===== src/rtl/game_pkg.sv =====
// game_pkg: shared state encoding and widths for the game
// time sequencer and its prescaler.
package game_pkg;

   typedef enum logic [2:0] {
      ST_IDLE   = 3'd0,
      ST_LOAD   = 3'd1,
      ST_RUN    = 3'd2,
      ST_PAUSED = 3'd3,
      ST_OVER   = 3'd4
   } game_state_t;

   localparam int TIME_W = 8;
   localparam logic [TIME_W-1:0] TIME_MAX = '1;

   localparam int BONUS_MAX_DFLT = 15;

   function automatic int bonus_w(input int max_val);
      return $clog2(max_val + 1);
   endfunction

   localparam int BONUS_W = bonus_w(BONUS_MAX_DFLT);

endpackage


===== src/rtl/game_time_controller_tick_prescaler.sv =====
// tick_prescaler: divides clk by DIV while enabled; emits a
// one-cycle tick on the cycle the count sits at DIV-1.
module tick_prescaler #(
   parameter int DIV = 10
) (
   input  logic clk,
   input  logic reset,
   input  logic en,
   input  logic clr,
   output logic tick
);

   localparam int CW = (DIV > 1) ? $clog2(DIV) : 1;
   localparam logic [CW-1:0] LAST = CW'(DIV - 1);

   logic [CW-1:0] cnt;

   assign tick = en && !clr && (cnt == LAST);

   // count while enabled, hold otherwise, wrap at DIV-1
   always_ff @(posedge clk) begin
      if (!reset) begin
         cnt <= '0;
      end else if (clr) begin
         cnt <= '0;
      end else if (en) begin
         cnt <= (cnt == LAST) ? '0 : cnt + CW'(1);
      end
   end

endmodule


===== src/rtl/game_time_controller.sv =====
// game_time_controller: game FSM, 1 Hz countdown pulses and
// hit-bonus increments feeding the 8-bit time counter.
module game_time_controller
   import game_pkg::*;
#(
   parameter int CLK_HZ        = 100_000_000,
   parameter int TICK_HZ       = 1,
   parameter int BONUS_PER_HIT = 2,
   parameter int BONUS_MAX     = 15
) (
   input  logic              clk,
   input  logic              reset,
   input  logic              start,
   input  logic              pause,
   input  logic              hit,
   input  logic [TIME_W-1:0] time_count,
   output logic              counter_rst,
   output logic              increment,
   output logic              decrement,
   output logic              running,
   output logic              game_over
);

   localparam int DIV = CLK_HZ / TICK_HZ;
   localparam int BW  = bonus_w(BONUS_MAX);
   localparam int SW  = bonus_w(BONUS_MAX + BONUS_PER_HIT) + 1;

   game_state_t   state;
   logic          tick_pend;
   logic [BW-1:0] bonus_pend;
   logic [BW-1:0] bonus_nx;
   logic [SW-1:0] bonus_sum;

   logic in_run;
   logic in_pause;
   logic at_zero;
   logic go_over;
   logic run_stay;
   logic proj_zero;
   logic proj_top;
   logic presc_clr;
   logic tick;
   logic tick_any;
   logic hit_ok;
   logic dec_go;
   logic inc_go;

   assign in_run   = (state == ST_RUN);
   assign in_pause = (state == ST_PAUSED);
   assign at_zero  = (time_count == '0);
   assign go_over  = in_run && at_zero;

   // Staying in RUN this cycle: not leaving for OVER or PAUSED.
   // The prescaler only advances here, so a pause taken at
   // count N resumes from N.
   assign run_stay  = in_run && !at_zero && !pause;
   assign presc_clr = !(in_run || in_pause);

   // The fed-back count lags a pulse already on the wire by one
   // cycle; project it so limits hold across that lag.
   assign proj_zero = at_zero ||
                      (decrement && time_count == TIME_W'(1));
   assign proj_top  = (time_count == TIME_MAX) ||
                      (increment &&
                       time_count == TIME_MAX - TIME_W'(1));

   tick_prescaler #(
      .DIV (DIV)
   ) u_presc (
      .clk   (clk),
      .reset (reset),
      .en    (run_stay),
      .clr   (presc_clr),
      .tick  (tick)
   );

   // A fresh tick is issued the same cycle; it never waits a
   // cycle behind tick_pend, and a second tick merges into it.
   assign tick_any = tick || tick_pend;
   assign hit_ok   = in_run && hit;

   assign dec_go = run_stay && tick_any && !proj_zero;
   assign inc_go = run_stay && !tick_any &&
                   (bonus_pend != '0) &&
                   !proj_top && !proj_zero;

   // next bonus: add hit credit, take issued increment, saturate
   always_comb begin
      bonus_sum = SW'(bonus_pend);
      if (hit_ok) begin
         bonus_sum = bonus_sum + SW'(BONUS_PER_HIT);
      end
      if (inc_go) begin
         bonus_sum = bonus_sum - SW'(1);
      end
      if (bonus_sum > SW'(BONUS_MAX)) begin
         bonus_nx = BW'(BONUS_MAX);
      end else begin
         bonus_nx = bonus_sum[BW-1:0];
      end
   end

   // game FSM with registered status and pulse outputs
   always_ff @(posedge clk) begin
      if (!reset) begin
         state       <= ST_IDLE;
         counter_rst <= 1'b0;
         increment   <= 1'b0;
         decrement   <= 1'b0;
         running     <= 1'b0;
         game_over   <= 1'b0;
      end else begin
         counter_rst <= 1'b0;
         increment   <= inc_go;
         decrement   <= dec_go;
         unique case (state)
            ST_IDLE: begin
               if (start) begin
                  state       <= ST_LOAD;
                  counter_rst <= 1'b1;
               end
            end
            ST_LOAD: begin
               state   <= ST_RUN;
               running <= 1'b1;
            end
            ST_RUN: begin
               if (at_zero) begin
                  state     <= ST_OVER;
                  running   <= 1'b0;
                  game_over <= 1'b1;
               end else if (pause) begin
                  state   <= ST_PAUSED;
                  running <= 1'b0;
               end
            end
            ST_PAUSED: begin
               if (pause) begin
                  state   <= ST_RUN;
                  running <= 1'b1;
               end
            end
            ST_OVER: begin
               if (start) begin
                  state       <= ST_LOAD;
                  game_over   <= 1'b0;
                  counter_rst <= 1'b1;
               end
            end
            default: begin
               state     <= ST_IDLE;
               running   <= 1'b0;
               game_over <= 1'b0;
            end
         endcase
      end
   end

   // pending tick / bonus: update in RUN, hold in PAUSED,
   // clear everywhere else and on entry to OVER
   always_ff @(posedge clk) begin
      if (!reset) begin
         tick_pend  <= 1'b0;
         bonus_pend <= '0;
      end else if (presc_clr || go_over) begin
         tick_pend  <= 1'b0;
         bonus_pend <= '0;
      end else if (in_run) begin
         tick_pend  <= tick_any && !dec_go;
         bonus_pend <= bonus_nx;
      end
   end

   a_inc_dec_excl : assert property (
      @(posedge clk) disable iff (!reset)
      !(increment && decrement)
   );

endmodule


===== config.mk =====
export PLATFORM = sky130hd
export DESIGN_NAME = game_time_controller
export DESIGN_NICKNAME = d
export VERILOG_FILES = /design/src/rtl/game_pkg.sv /design/src/rtl/game_time_controller_tick_prescaler.sv /design/src/rtl/game_time_controller.sv
export SDC_FILE = /design/constraint.sdc
export NUM_CORES = 1
export LEC_CHECK = 0
export CAP_MARGIN = 20
export CORE_ASPECT_RATIO = 0.9
export CORE_MARGIN = 1
export CORE_UTILIZATION = 45
export CTS_BUF_LIST = sky130_fd_sc_hd__clkbuf_16
export DETAILED_ROUTE_END_ITERATION = 7
export DONT_BUFFER_PORTS = 1
export SLEW_MARGIN = 15
export SYNTH_ARGS = -nofsm -noshare
export SYNTH_HDL_FRONTEND = slang
export SYNTH_SLANG_ARGS = --single-unit

===== constraint.sdc =====
create_clock -name clk -period 2.9 [get_ports clk]
set_input_delay 0.435 -clock clk [delete_from_list [all_inputs] [get_ports clk]]
set_output_delay 0.435 -clock clk [all_outputs]
set_load 0.05 [all_outputs]

* Word-level counts from Yosys, hierarchy flattened *
Index checks and enable logic that the tools add are counted.

operators by class
  add/sub/neg operators = 3
  $lt $le $gt $ge = 1
  equality and inequality tests = 13
  multiplexer cells = 17
  bitwise operators = 3
  reductions and logical operators = 38

operator list
  kind                                                            number
  adder 27 x 1 -> 27 bit (second input constant)                  1
  equality test 27 bit (second input constant)                    1
  two-way mux 27 bit                                              1
  equality test 8 bit (second input constant)                     2
  logical AND 1 bit                                               15
  two-way mux 3 bit                                               4
  one-hot mux 3 bit (4 select lines)                              1
  AND reduction 3 bit                                             3
  equality test 8 x 1 -> 1 bit (second input constant)            1
  logical NOT 8 bit                                               1
  logical NOT 1 bit                                               7
  equality test 3 x 2 -> 1 bit (second input constant)            2
  greater-than comparator 6 x 4 -> 1 bit (second input constant)  1
  two-way mux 1 bit                                               6
  two-way mux 6 bit                                               1
  subtractor 6 x 1 -> 6 bit (second input constant)               1
  adder 4 x 2 -> 5 bit (second input constant)                    1
  logical OR 1 bit                                                5
  two-way mux 5 bit                                               1
  two-way mux 4 bit                                               1
  != test 2 x 1 -> 1 bit (second input constant)                  2
  != test 2 bit (second input constant)                           2
  one-hot mux 1 bit (4 select lines)                              1
  AND reduction 2 bit                                             2
  9 further kinds                                                 12

storage, ports and cells
  register bits after elaboration = 40
  input bits = 13
  word-level logic and storage cells = 84

* Longest topological paths before layout *
  word-level depth = 15
  depth in mapped cells = 9

* Hierarchy *
From an unflattened synthesis, not the netlist that was laid out.

unflattened totals
  cells, all modules = 263
  area, all modules = 2202.1 um2

by module, submodules not included
  module                times used  cells each  area each (um2)  seq. area each (um2)
  tick_prescaler        1           167         1363.8           540.5
  game_time_controller  1           96          838.3            260.2

* Least setup slack after synthesis *
Ideal clock, no wire load.

  kind = input to register
  from = in time_count[4]
  to = reg bonus_pend[1]
  library setup time = 0.091 ns
  arrival time = 2.248 ns
  required time = 2.809 ns
  path slack = 0.561 ns
  cell stages on the path = 6
  path buffers = 0
  path through = or4_4 -> nor4_1 -> a2111oi_4 -> nand2_2 -> mux2_1 -> a311oi_1

on the way
  word-level cells in the longest chain between the ends = 15
  elaborated cells on any way between the ends = 27
  classes of those cells = order compare: 1; eq/ne: 3; mux: 2; reduce/logical: 21

ends and longest elaborated chain
  what                                    line                                       text
  start, declared                         game_time_controller.sv:16                 input logic [TIME_W-1:0] time_count,
  logical NOT 8 bit                       game_time_controller.sv:50                 assign at_zero = (time_count == '0);
  logical NOT 1 bit                       game_time_controller.sv:56                 assign run_stay = in_run && !at_zero && !pause;
  logical AND 1 bit (2 in series)         game_time_controller.sv:56
  logical AND 1 bit (2 in series)         game_time_controller_tick_prescaler.sv:18  assign tick = en && !clr && (cnt == LAST);
  logical OR 1 bit                        game_time_controller.sv:79                 assign tick_any = tick || tick_pend;
  logical NOT 1 bit                       game_time_controller.sv:83                 assign inc_go = run_stay && !tick_any &&
  logical AND 1 bit (2 in series)         game_time_controller.sv:83
  logical AND 1 bit                       game_time_controller.sv:84                 (bonus_pend != '0) &&
  logical AND 1 bit                       game_time_controller.sv:85                 !proj_top && !proj_zero;
  two-way mux 6 bit                       game_time_controller.sv:93                 if (inc_go) begin
  greater-than comparator 6 x 4 -> 1 bit  game_time_controller.sv:96                 if (bonus_sum > SW'(BONUS_MAX)) begin
  two-way mux 4 bit                       game_time_controller.sv:96
  end signal, assigned                    game_time_controller.sv:170                bonus_pend <= bonus_nx;
  end, declared                           game_time_controller.sv:30                 logic [BW-1:0] bonus_pend;

Several ways; a longest one is shown, not always the timed one.
A chain may end at the register's enable or synchronous reset.

* Worst setup path after layout *
  from = reg state[2]
  to = reg bonus_pend[1]

on the way
  word-level cells in the longest chain between the ends = 14
  elaborated cells on any way between the ends = 23
  classes of those cells = add/sub: 1; order compare: 1; eq/ne: 2; mux: 3; reduce/logical: 16

ends and longest elaborated chain
  what                                                                line                         text
  start, declared                                                     game_time_controller.sv:28   game_state_t state;
  start signal, assigned                                              game_time_controller.sv:106  state <= ST_IDLE;
  start signal, assigned                                              game_time_controller.sv:119  state <= ST_LOAD;
  start signal, assigned                                              game_time_controller.sv:124  state <= ST_RUN;
  branches (longest 14 deep; another with subtractor 6 x 1 -> 6 bit)  n/a

Several ways; the timed one is not identified.

==> run_results.csv <==
group,metric,value,unit
finish,postLayoutCoreUtil,52.8,%
detailed_routing,wl_per_cell,13.4,µm
setup_path,cp.depth,6,
min_path,hp-class,"in2reg",
setup_path,cpMaxStageDelayCell,"or4_1",
setup_path,timing.rr.start,"state[2]",
sta,tightestPinTransition,0.602,ns
detailed_routing,drc_errors,0,
clock_network,clockRootBuffer,"clkbuf_16",
finish,final_cell_mix,"40 x nor2_1, 40 x dfxtp_1, 20 x nand2_1",
status,status,"completed",
pwr,power.density,547,nW/µm²
setup_path,critPathCapture,"bonus_pend[1]",
sta,rsz0062_at_grt,"false",
synthesis,synth_edf_count,0,
clock_network,cts_tree,"built",
clock_network,cts_setup_buffers,0,
clock_network,path_clk_slew,0.06,ns
finish,drive_gt1_share,8.49,%
setup_path,critical_path_class,"reg2reg",
setup_path,crit_chain,"nor3b_1, nand4_1, or4_1, nand2_2, mux2_1, a311oi_1",
setup_path,critPathBufInv,0,
sta,slew_violations,0,
clock_network,clk_latency,0.28,ns
setup_path,worstPathMaxFanout,10,
grt,track_usage,18.4,%
grt,overflow,0,
setup_path,crit_family,"simple AND/OR/NAND/NOR gates",
grt,grt_max_degree,27,
synthesis,ys_warn_count,0,
detailed_routing,viasPerCell,5.44,
clock_network,clock_path_buffers,2,
synthesis,mappedNetlistArea,2150,µm²
synthesis,avgSynthCellArea,8.37,µm²
setup_path,worst_setup_path_start_kind,"register",
floorplan,die_w,74.9,µm
floorplan,die_y,67.6,µm
synthesis,synth_cell_types,52,
detailed_routing,drt_iter0_drc,64,
synthesis,ys_seq_area_share,37.2,%
floorplan,start_util,47.6,%
floorplan,num_io_pins,18,
setup_path,critPathLaunch,"state[2]",
sta,finalCriticalPeriod,2.43,ns
sta,worst_slack,0.472,ns
grt,grt_pass1_vias,1527,
clock_network,holdBufCountCts,0,
synthesis,yosys_most_used_dff,"dfxtp_1",
clock_network,htree_levels,2,
detailed_routing,ant_nets,0,
setup_path,reg2regPathDepth,6,
finish,final_nets,274,
floorplan,rows,23,
detailed_routing,wl,4320,µm
clock_network,cts_made_buffers,5,
placed_design,portBuffers,0,
placed_design,place_hpwl,3130,µm
run,maxCapViolations,0,
setup_path,reg2reg_slack,0.47,ns
placed_design,place.gp.congestion,0.812,
pwr,p_leak,0.756,nW
synthesis,synth-async-reset-ratio,0,%
grt,antenna_found_initial,0,
setup_path,arrival,2.62,ns
setup_path,crit_path_end_kind,"register",
sta,clock.fmax,412,MHz
finish,area_growth,11.0,%
synthesis,synthCells,257,
clock_network,cts.repair.resized,0,
sta,maxSlewHeadroom,59.8,%
synthesis,syn_nets,273,
setup_path,cp_slowest_stage_delay,0.67,ns
detailed_routing,first_pass_iters,4,
synthesis,ys_ff_latch,40,
floorplan,coreArea,4520,µm²
floorplan,dieArea,5060,µm²
detailed_routing,vias,1746,
pwr,worst_ir_drop_vdd,0.000335,V
clock_network,cts.sinks,40,
sta,fin_crit_sh,83.7,%
setup_path,r2r_end,"bonus_pend[1]",
placed_design,post-place-ws,0.431,ns
finish,fill_cells,417,
sta,setup_viol,0,
sta,tns,0,ns
sta,skew,0.00643,ns
finish,antenna_cells,0,
grt,grt_pass1_wl,6990,µm
setup_path,crit_required,3.09,ns
sta,hold_viol,0,
-- power by group --
part	switching, mW	internal (mW)	total (mW)
sequential	0.0188	0.558	0.577
clock	0.220	0.404	0.624
combinational	0.0636	0.0422	0.106
-- registers in the layout (all words and copies together) (netlist names) --
| signal | cells |
|---|---|
| u_presc.cnt | 27 |
| bonus_pend | 4 |
| state | 3 |
| counter_rst | 1 |
| decrement | 1 |
| game_over | 1 |
| increment | 1 |
| running | 1 |
| tick_pend | 1 |
-- layer usage --
metal,wire length (µm),GRT usage [%],vias up
met2,1830,26.7,39
met5,0,0,-
met4,40,6.60,0
met1,2270,26.0,787
li1,-,-,916
met3,177,4.93,4
-- cell type report --
| cell class | instances | area (µm²) | area share (%) |
|---|---|---|---|
| clock buffers | 5 | 125 | 5.24 |
| well taps | 62 | 77.6 | 3.25 |
| inverters | 4 | 15.0 | 0.629 |
| repair buffers | 5 | 37.5 | 1.57 |
| multi-input cells | 202 | 1290 | 54.0 |
| clock inverters | 3 | 42.5 | 1.78 |
| flip-flops and latches | 40 | 801 | 33.5 |
-- cell families after synthesis --
kind of cell    after synthesis  synth area share (%)
simple gates                134                  33.4
flops                        40                  37.2
compound gates               34                  11.9
xor+xnor                     28                  11.4
buf+inv                      15                  2.85
mux                           3                  1.45
fa+ha+maj                     3                  1.75
-- synthesized netlist by cell type, types with 4 or more instances --
master / count / area [µm²]
clkbuf_1: 5 / 18.8
xor2_1: 16 / 140
nand2b_1: 4 / 25.0
buf_2: 4 / 20.0
xnor2_1: 12 / 105
nor3_1: 5 / 25.0
dfxtp_1: 40 / 801
nand4_1: 9 / 56.3
or3_1: 6 / 37.5
a21oi_1: 8 / 40.0
nand2_1: 20 / 75.1
nand3_1: 15 / 75.1
and3_1: 7 / 43.8
nor2_1: 40 / 150
-- worst min path at each step --
stage                         from        endpoint  slack, ns  cells after the start
detailed placement  u_presc.cnt[1]  u_presc.cnt[1]       0.47                      2
floorplan           u_presc.cnt[1]  u_presc.cnt[1]       0.45                      2
global placement    u_presc.cnt[1]  u_presc.cnt[1]       0.47                      2
CTS                          reset         running       0.27                      1
finish                       start     counter_rst       0.27                      2
global route                 reset         running       0.26                      1
-- through the flow --
| stage | hold slack (ns) | cells | area, µm² | power [mW] |
|---|---|---|---|---|
| after global routing | 0.265 | 321 | 2390 | 1.36 |
| final | 0.270 | 321 | 2390 | 1.31 |
| after global placement | 0.466 | 313 | 2220 | 0.695 |
| after detailed placement | 0.472 | 313 | 2220 | 0.694 |
| after CTS | 0.271 | 321 | 2390 | 1.32 |
| after floorplan | 0.454 | 257 | 2150 | 0.669 |
(Power assumes the default switching activity.)
